$ cat config.mk
export PLATFORM = sky130hd
export DESIGN_NAME = conv3_window_gen
export DESIGN_NICKNAME = d
export VERILOG_FILES = /design/src/rtl/conv_pkg.sv /design/src/rtl/conv_line_buf.sv /design/src/rtl/conv3_window_gen.sv
export SDC_FILE = /design/constraint.sdc
export NUM_CORES = 1
export LEC_CHECK = 0
export BUFFER_PORTS_ARGS = -buffer_cell sky130_fd_sc_hd__buf_2
export CORE_UTILIZATION = 30
export CTS_BUF_LIST = sky130_fd_sc_hd__clkbuf_8
export DETAILED_ROUTE_END_ITERATION = 8
export GPL_TIMING_DRIVEN = 0
export PLACE_DENSITY = 0.51
export SLEW_MARGIN = 40
export SYNTH_ARGS = -nofsm -noshare
export SYNTH_HDL_FRONTEND = slang
export SYNTH_SLANG_ARGS = --single-unit
$ cat constraint.sdc
create_clock -name clk -period 5.24 [get_ports clk]
set_clock_uncertainty 0.2 [all_clocks]
set_input_delay 0.524 -clock clk [delete_from_list [all_inputs] [get_ports clk]]
set_output_delay 0.524 -clock clk [all_outputs]
set_load 0.02 [all_outputs]
$ cat src/rtl/conv_pkg.sv
// -----------------------------------------------------------------------------
// conv_pkg
// Shared constants and helpers for the 3x3 convolution path (window generator
// and 3x3 MAC). Both blocks agree on the 72-bit window byte packing defined by
// win_idx().
// -----------------------------------------------------------------------------
package conv_pkg;

    localparam int PIX_W   = 8;
    localparam int WIN_DIM = 3;
    localparam int WIN_W   = WIN_DIM * WIN_DIM * PIX_W;

    // LSB position of tap (r,c) inside the packed window. Tap (0,0) is the
    // oldest row / leftmost column and sits in the top byte; tap (2,2) is the
    // newest pixel and sits in the bottom byte.
    function automatic int win_idx(input int r, input int c);
        return (8 - (WIN_DIM * r + c)) * PIX_W;
    endfunction

endpackage

$ cat src/rtl/conv_line_buf.sv
// -----------------------------------------------------------------------------
// conv_line_buf
// Single-port register-array line buffer holding one image row.
// Read is combinational from the addressed entry, so a read and a write to the
// same address in one cycle returns the old contents (read-before-write).
// Contents are not reset; they are always written before being consumed.
// Ports:
//   clk    in   rising-edge clock
//   we     in   write enable
//   addr   in   entry address (shared by read and write)
//   wdata  in   write data
//   rdata  out  current contents of entry addr
// -----------------------------------------------------------------------------
module conv_line_buf #(
    parameter int DEPTH = 8,
    parameter int WIDTH = 8,
    parameter int AW    = $clog2(DEPTH)
) (
    input  logic             clk,
    input  logic             we,
    input  logic [AW-1:0]    addr,
    input  logic [WIDTH-1:0] wdata,
    output logic [WIDTH-1:0] rdata
);

    logic [WIDTH-1:0] mem_r [DEPTH];

    // Storage write; no reset on the data array.
    always_ff @(posedge clk) begin
        if (we) begin
            mem_r[addr] <= wdata;
        end
    end

    // Asynchronous read gives old data on a same-address write cycle.
    always_comb begin
        rdata = mem_r[addr];
    end

endmodule

$ cat src/rtl/conv3_window_gen.sv
// -----------------------------------------------------------------------------
// conv3_window_gen
// Streaming 3x3 window generator. Consumes a raster-order 8-bit pixel stream,
// keeps the two previous rows in line buffers and emits one packed 72-bit
// window per valid (unpadded) output position, one cycle after the pixel that
// completes it is accepted.
// Ports:
//   clk        in   rising-edge clock
//   rst_n      in   asynchronous active-low reset
//   frame_clr  in   synchronous frame abort (drops counters and held window)
//   in_valid   in   pixel present
//   in_ready   out  pixel accepted when in_valid & in_ready
//   in_data    in   pixel, raster order
//   out_valid  out  window present
//   out_ready  in   consumer takes window when out_valid & out_ready
//   out_win    out  packed window, [71:64]=P(r-2,c-2) ... [7:0]=P(r,c)
//   out_last   out  last window of the frame
// -----------------------------------------------------------------------------
module conv3_window_gen
    import conv_pkg::*;
#(
    parameter int IMG_W = 8,
    parameter int IMG_H = 8
) (
    input  logic             clk,
    input  logic             rst_n,
    input  logic             frame_clr,
    input  logic             in_valid,
    output logic             in_ready,
    input  logic [PIX_W-1:0] in_data,
    output logic             out_valid,
    input  logic             out_ready,
    output logic [WIN_W-1:0] out_win,
    output logic             out_last
);

    localparam int CW = $clog2(IMG_W);
    localparam int RW = $clog2(IMG_H);
    localparam logic [CW-1:0] COL_LAST = CW'(IMG_W - 1);
    localparam logic [RW-1:0] ROW_LAST = RW'(IMG_H - 1);
    localparam logic [CW-1:0] COL_ONE  = CW'(1);
    localparam logic [RW-1:0] ROW_ONE  = RW'(1);

    logic [CW-1:0]    col_r;
    logic [RW-1:0]    row_r;
    logic [PIX_W-1:0] tap_r   [WIN_DIM][WIN_DIM];
    logic [PIX_W-1:0] tap_nxt_s [WIN_DIM][WIN_DIM];
    logic [WIN_W-1:0] win_pack_s;
    logic [PIX_W-1:0] lb1_rd_s;
    logic [PIX_W-1:0] lb2_rd_s;
    logic             accept_s;
    logic             emit_s;
    logic             col_ok_s;
    logic             row_ok_s;
    logic             is_last_s;
    logic             col_wrap_s;

    // Handshake and position decode. Positions are tested by equality only:
    // "col >= 2" is expressed as "col is neither 0 nor 1".
    always_comb begin
        in_ready   = !out_valid || out_ready;
        accept_s   = in_valid && in_ready && !frame_clr;
        col_ok_s   = (col_r != '0) && (col_r != COL_ONE);
        row_ok_s   = (row_r != '0) && (row_r != ROW_ONE);
        emit_s     = accept_s && col_ok_s && row_ok_s;
        col_wrap_s = (col_r == COL_LAST);
        is_last_s  = (row_r == ROW_LAST) && col_wrap_s;
    end

    // Row r-1 buffer: takes the incoming pixel.
    conv_line_buf #(
        .DEPTH (IMG_W),
        .WIDTH (PIX_W),
        .AW    (CW)
    ) u_lb1 (
        .clk   (clk),
        .we    (accept_s),
        .addr  (col_r),
        .wdata (in_data),
        .rdata (lb1_rd_s)
    );

    // Row r-2 buffer: takes the pixel being displaced from lb1.
    conv_line_buf #(
        .DEPTH (IMG_W),
        .WIDTH (PIX_W),
        .AW    (CW)
    ) u_lb2 (
        .clk   (clk),
        .we    (accept_s),
        .addr  (col_r),
        .wdata (lb1_rd_s),
        .rdata (lb2_rd_s)
    );

    // Next shift-register contents: shift one column left, new right column
    // is {row r-2, row r-1, row r} at the current column.
    always_comb begin
        for (int r = 0; r < WIN_DIM; r++) begin
            tap_nxt_s[r][0] = tap_r[r][1];
            tap_nxt_s[r][1] = tap_r[r][2];
        end
        tap_nxt_s[0][2] = lb2_rd_s;
        tap_nxt_s[1][2] = lb1_rd_s;
        tap_nxt_s[2][2] = in_data;
    end

    // Pack the next window into the shared 72-bit byte layout.
    always_comb begin
        win_pack_s = '0;
        for (int r = 0; r < WIN_DIM; r++) begin
            for (int c = 0; c < WIN_DIM; c++) begin
                win_pack_s[win_idx(r, c) +: PIX_W] = tap_nxt_s[r][c];
            end
        end
    end

    // Raster position counters; frame_clr acts as the synchronous soft reset.
    always_ff @(posedge clk or negedge rst_n) begin
        if (!rst_n) begin
            col_r <= '0;
            row_r <= '0;
        end else if (frame_clr) begin
            col_r <= '0;
            row_r <= '0;
        end else if (accept_s) begin
            if (col_wrap_s) begin
                col_r <= '0;
                if (row_r == ROW_LAST) begin
                    row_r <= '0;
                end else begin
                    row_r <= row_r + RW'(1);
                end
            end else begin
                col_r <= col_r + CW'(1);
            end
        end else begin
            col_r <= col_r;
            row_r <= row_r;
        end
    end

    // 3x3 shift register; stale columns from the previous row are pushed out
    // by the first two pixels of each row before any window is emitted.
    always_ff @(posedge clk or negedge rst_n) begin
        if (!rst_n) begin
            for (int r = 0; r < WIN_DIM; r++) begin
                for (int c = 0; c < WIN_DIM; c++) begin
                    tap_r[r][c] <= '0;
                end
            end
        end else if (accept_s) begin
            tap_r <= tap_nxt_s;
        end else begin
            tap_r <= tap_r;
        end
    end

    // One-entry output register with same-cycle consume-and-reload.
    always_ff @(posedge clk or negedge rst_n) begin
        if (!rst_n) begin
            out_valid <= 1'b0;
            out_last  <= 1'b0;
            out_win   <= '0;
        end else if (frame_clr) begin
            out_valid <= 1'b0;
            out_last  <= 1'b0;
            out_win   <= out_win;
        end else if (emit_s) begin
            out_valid <= 1'b1;
            out_last  <= is_last_s;
            out_win   <= win_pack_s;
        end else if (out_ready) begin
            out_valid <= 1'b0;
            out_last  <= 1'b0;
            out_win   <= out_win;
        end else begin
            out_valid <= out_valid;
            out_last  <= out_last;
            out_win   <= out_win;
        end
    end

endmodule

==> results.cfg <==
[clock_tree]
cts_made_buffers = 41
cts_tree = yes
path_clk_slew_ns = 0.06
clock_latency_ns = 0.53
cts_setup_buffers = 0
cts_num_sinks = 256
cts_max_path_buffers = 3
htreeDepth = 2
cts-root-buf = clkbuf_8

[routing]
wl_per_cell_um = 18.3
viasPerCell = 4.49
drt_iter0_drc = 338
dr.pass1.iters = 4
wl_met1_um = 10800
wl_met2_um = 10400
topRoutingLayerUsed = met4
drtAntennaViolNets = 0
vias = 5599
drc_errors = 0
wl_met3_um = 1180
wl_um = 22900

[place]
place_congestion = 0.705
dp_hpwl_um = 15700
post-place-ws_ns = 1.73
place_area_sq_mm = 0.0112
port_buffers = 86

[die]
ioPinCount = 88
die_area_sq_mm = 0.0340
placementRows = 66
dieHeight_um = 184
core_sq_mm = 0.0326
die_x_um = 184
start_util_pct = 30.6

[sta]
whs_ns = 0.101
drv_slew = 0
slew_headroom_pct = 47.6
setup_violations = 0
hold_violations = 0
fin_crit_sh_pct = 66.6
fmax_ghz = 0.287
tightest_slew_ns = 0.785
grt_setup_unrepaired = false
min_period_ns = 3.49
fin_ws_ns = 1.75

[power_and_ir_drop]
leakage_nw = 5.26
worst_ir_drop_vdd_v = 0.000177
fin_total_pwr_w = 0.00416
powerDensity_mw_per_mm2 = 345

[global_routing]
grt_max_degree = 61
first_global_vias = 5714
antenna_found_initial = 0
overflow = 0
grt_pass1_wl_um = 35100
grtUsageTotal_pct = 13.9

[setup_path]
cp-start-kind = flip-flop
r2r_cells = 10
critPathCaptureType = flip-flop
path_class = flip-flop to flip-flop
crit_fanout = 10
cp.arrival_ns = 3.70
required_ns = 5.45

[finish]
area_growth_syn_to_layout_pct = 20.7
nNetsFinal = 795
antenna_cells = 0
drive_gt1_share_pct = 35.3
design_area_sq_mm = 0.0120
final_core_util_pct = 36.9

[min_path]
hold_class = primary input to flip-flop
holdPathStages = 4

[synthesis]
avgSynthCellArea_sq_um = 16.0
synthCells = 623
ys_types = 38
synth-seq-cells = 256
yosysWarnings = 0
yosysSeqAreaShare_pct = 70.6
synth_nets = 644
syn_area_sq_mm = 0.00998

[status]
outcome = complete, no violations

[run]
drv_cap = 0
-- layout make-up --
class | count | area, sq um
multi-input combinational | 328 | 2750
fill | 3191 | 20600
clock inverter | 26 | 131
timing repair buffer | 108 | 671
buffer | 35 | 225
sequential | 256 | 7050
tap | 442 | 553
inverter | 4 | 15.0
clock buffer | 48 | 661
-- per-layer routing --
layer  vias to the layer above  global-route usage (%)
met5                         -                       0
met4                         0                    4.67
met3                        37                    2.87
met2                       149                    21.4
met1                      2823                    19.7
li1                       2590                       -
-- power by group --
group / internal [W] / switching [W]
sequential: 0.00221 / 0.0000503
clock: 0.000881 / 0.000759
combinational: 0.0000924 / 0.000168
-- worst max-delay path: stages (launching register included) --
cell	delay [ns]
dfrtp_1	0.45
buf_2	0.32
clkinv_1	0.32
buf_2	0.35
ha_1	0.25
nor2_1	0.24
o22ai_4	0.15
nor2_1	0.21
buf_4	0.26
buf_6	0.23
mux2_2	0.36
-- flip-flops by register name (all words and copies together), names as in the netlist --
register / count
col_r: 3
u_lb1.mem_r: 64
out_win: 72
out_last: 1
out_valid: 1
u_lb2.mem_r: 64
tap_nxt_s: 48
row_r: 3
-- stage by stage --
stage / TNS (ns) / cells
floorplan: 0 / 623
global placement: -3.94 / 1151
detailed placement: 0 / 1172
CTS: 0 / 1247
global route: 0 / 1247
finish: 0 / 1247
-- layout by cell type, fill, tap and decap left out, types with 2 or more instances in the layout --
cell	synthesis	routed
dfrtp_1	128	128
edfxtp_1	128	128
nand2_1	126	126
buf_2	11	101
mux2_2	58	58
clkbuf_8	0	48
mux4_2	16	16
inv_1	3	15
mux4_1	14	14
buf_4	3	14
mux2i_1	12	12
nor2_1	15	12
clkbuf_1	11	11
clkinv_1	1	10
o21ai_0	10	10
buf_6	9	9
a21oi_1	8	8
ha_1	8	8
nand2_2	7	7
mux2_4	7	7
a31oi_1	7	7
o31ai_1	7	7
o21ai_1	6	6
nand3_1	4	4
nand2b_1	4	4
nor3_2	0	4
nor2_4	0	3
clkinv_2	0	3
buf_8	0	3
buf_16	0	3
nand4_1	2	2
or3_1	2	2
-- kinds of logic (layout without fill, tap and decap cells) --
logic type               after synthesis  in the layout  share of synthesized area (%)
multiplexers                         107            107                           16.1
AND/OR/NAND/NOR                      171            171                           7.31
buffers and inverters                 39            221                           2.41
flip-flops                           256            256                           70.6
AO/OA/AOI/OAI                         42             42                           2.61
adder cells (fa/ha/maj)                8              8                           1.00
-- Yosys cell counts --
cell type  number  area, sq um
buf_6           9          101
nor2_1         15         56.3
nand3_1         4         20.0
nand2b_1        4         25.0
or3_4           1         11.3
and3b_1         1         8.76
nand2_2         7         43.8
buf_4           3         22.5
or3_1           2         12.5
nand2_1       126          473
or3b_2          1         8.76
clkbuf_2        1         5.00
nor4_1          1         6.26
ha_1            8          100
o22ai_4         1         20.0
nor2b_1         1         6.26
o22ai_1         1         6.26
mux4_1         14          368
mux2_2         58          653
nand4_1         2         12.5
edfxtp_1      128         3840
mux4_2         16          360
o31ai_1         7         52.6
buf_2          11         55.1
dfrtp_1       128         3200
mux2i_1        12          120
clkbuf_1       11         41.3
inv_1           3         11.3
mux2_4          7          105
o22a_1          1         8.76
o221ai_1        1         8.76
nand3b_4        1         20.0
nor3_1          5         25.0
o21ai_0        10         50.1
o21ai_1         6         30.0
a31oi_1         7         43.8
a21oi_1         8         40.0
clkinv_1        1         3.75
-- final timing paths --
| check | start | to | slack, ns |
|---|---|---|---|
| max | col_r[0] | out_win[21] | 1.75 |
| min | out_ready | out_last | 0.10 |
| max reg2reg | col_r[0] | out_win[21] | 1.75 |
| min reg2reg | tap_nxt_s[69] | tap_nxt_s[69] | 0.27 |
| max in group asynchronous | rst_n | out_win[34] | 4.04 |
| min in group asynchronous | rst_n | row_r[1] | 0.22 |
-- repair_timing --
action                                  CTS  global route
hold endpoints to repair                128             0
hold buffers                              1             0
endpoints found under the setup margin    0             0
gates resized for setup                   0             0
Note: power is estimated with default switching activity, not from simulation.
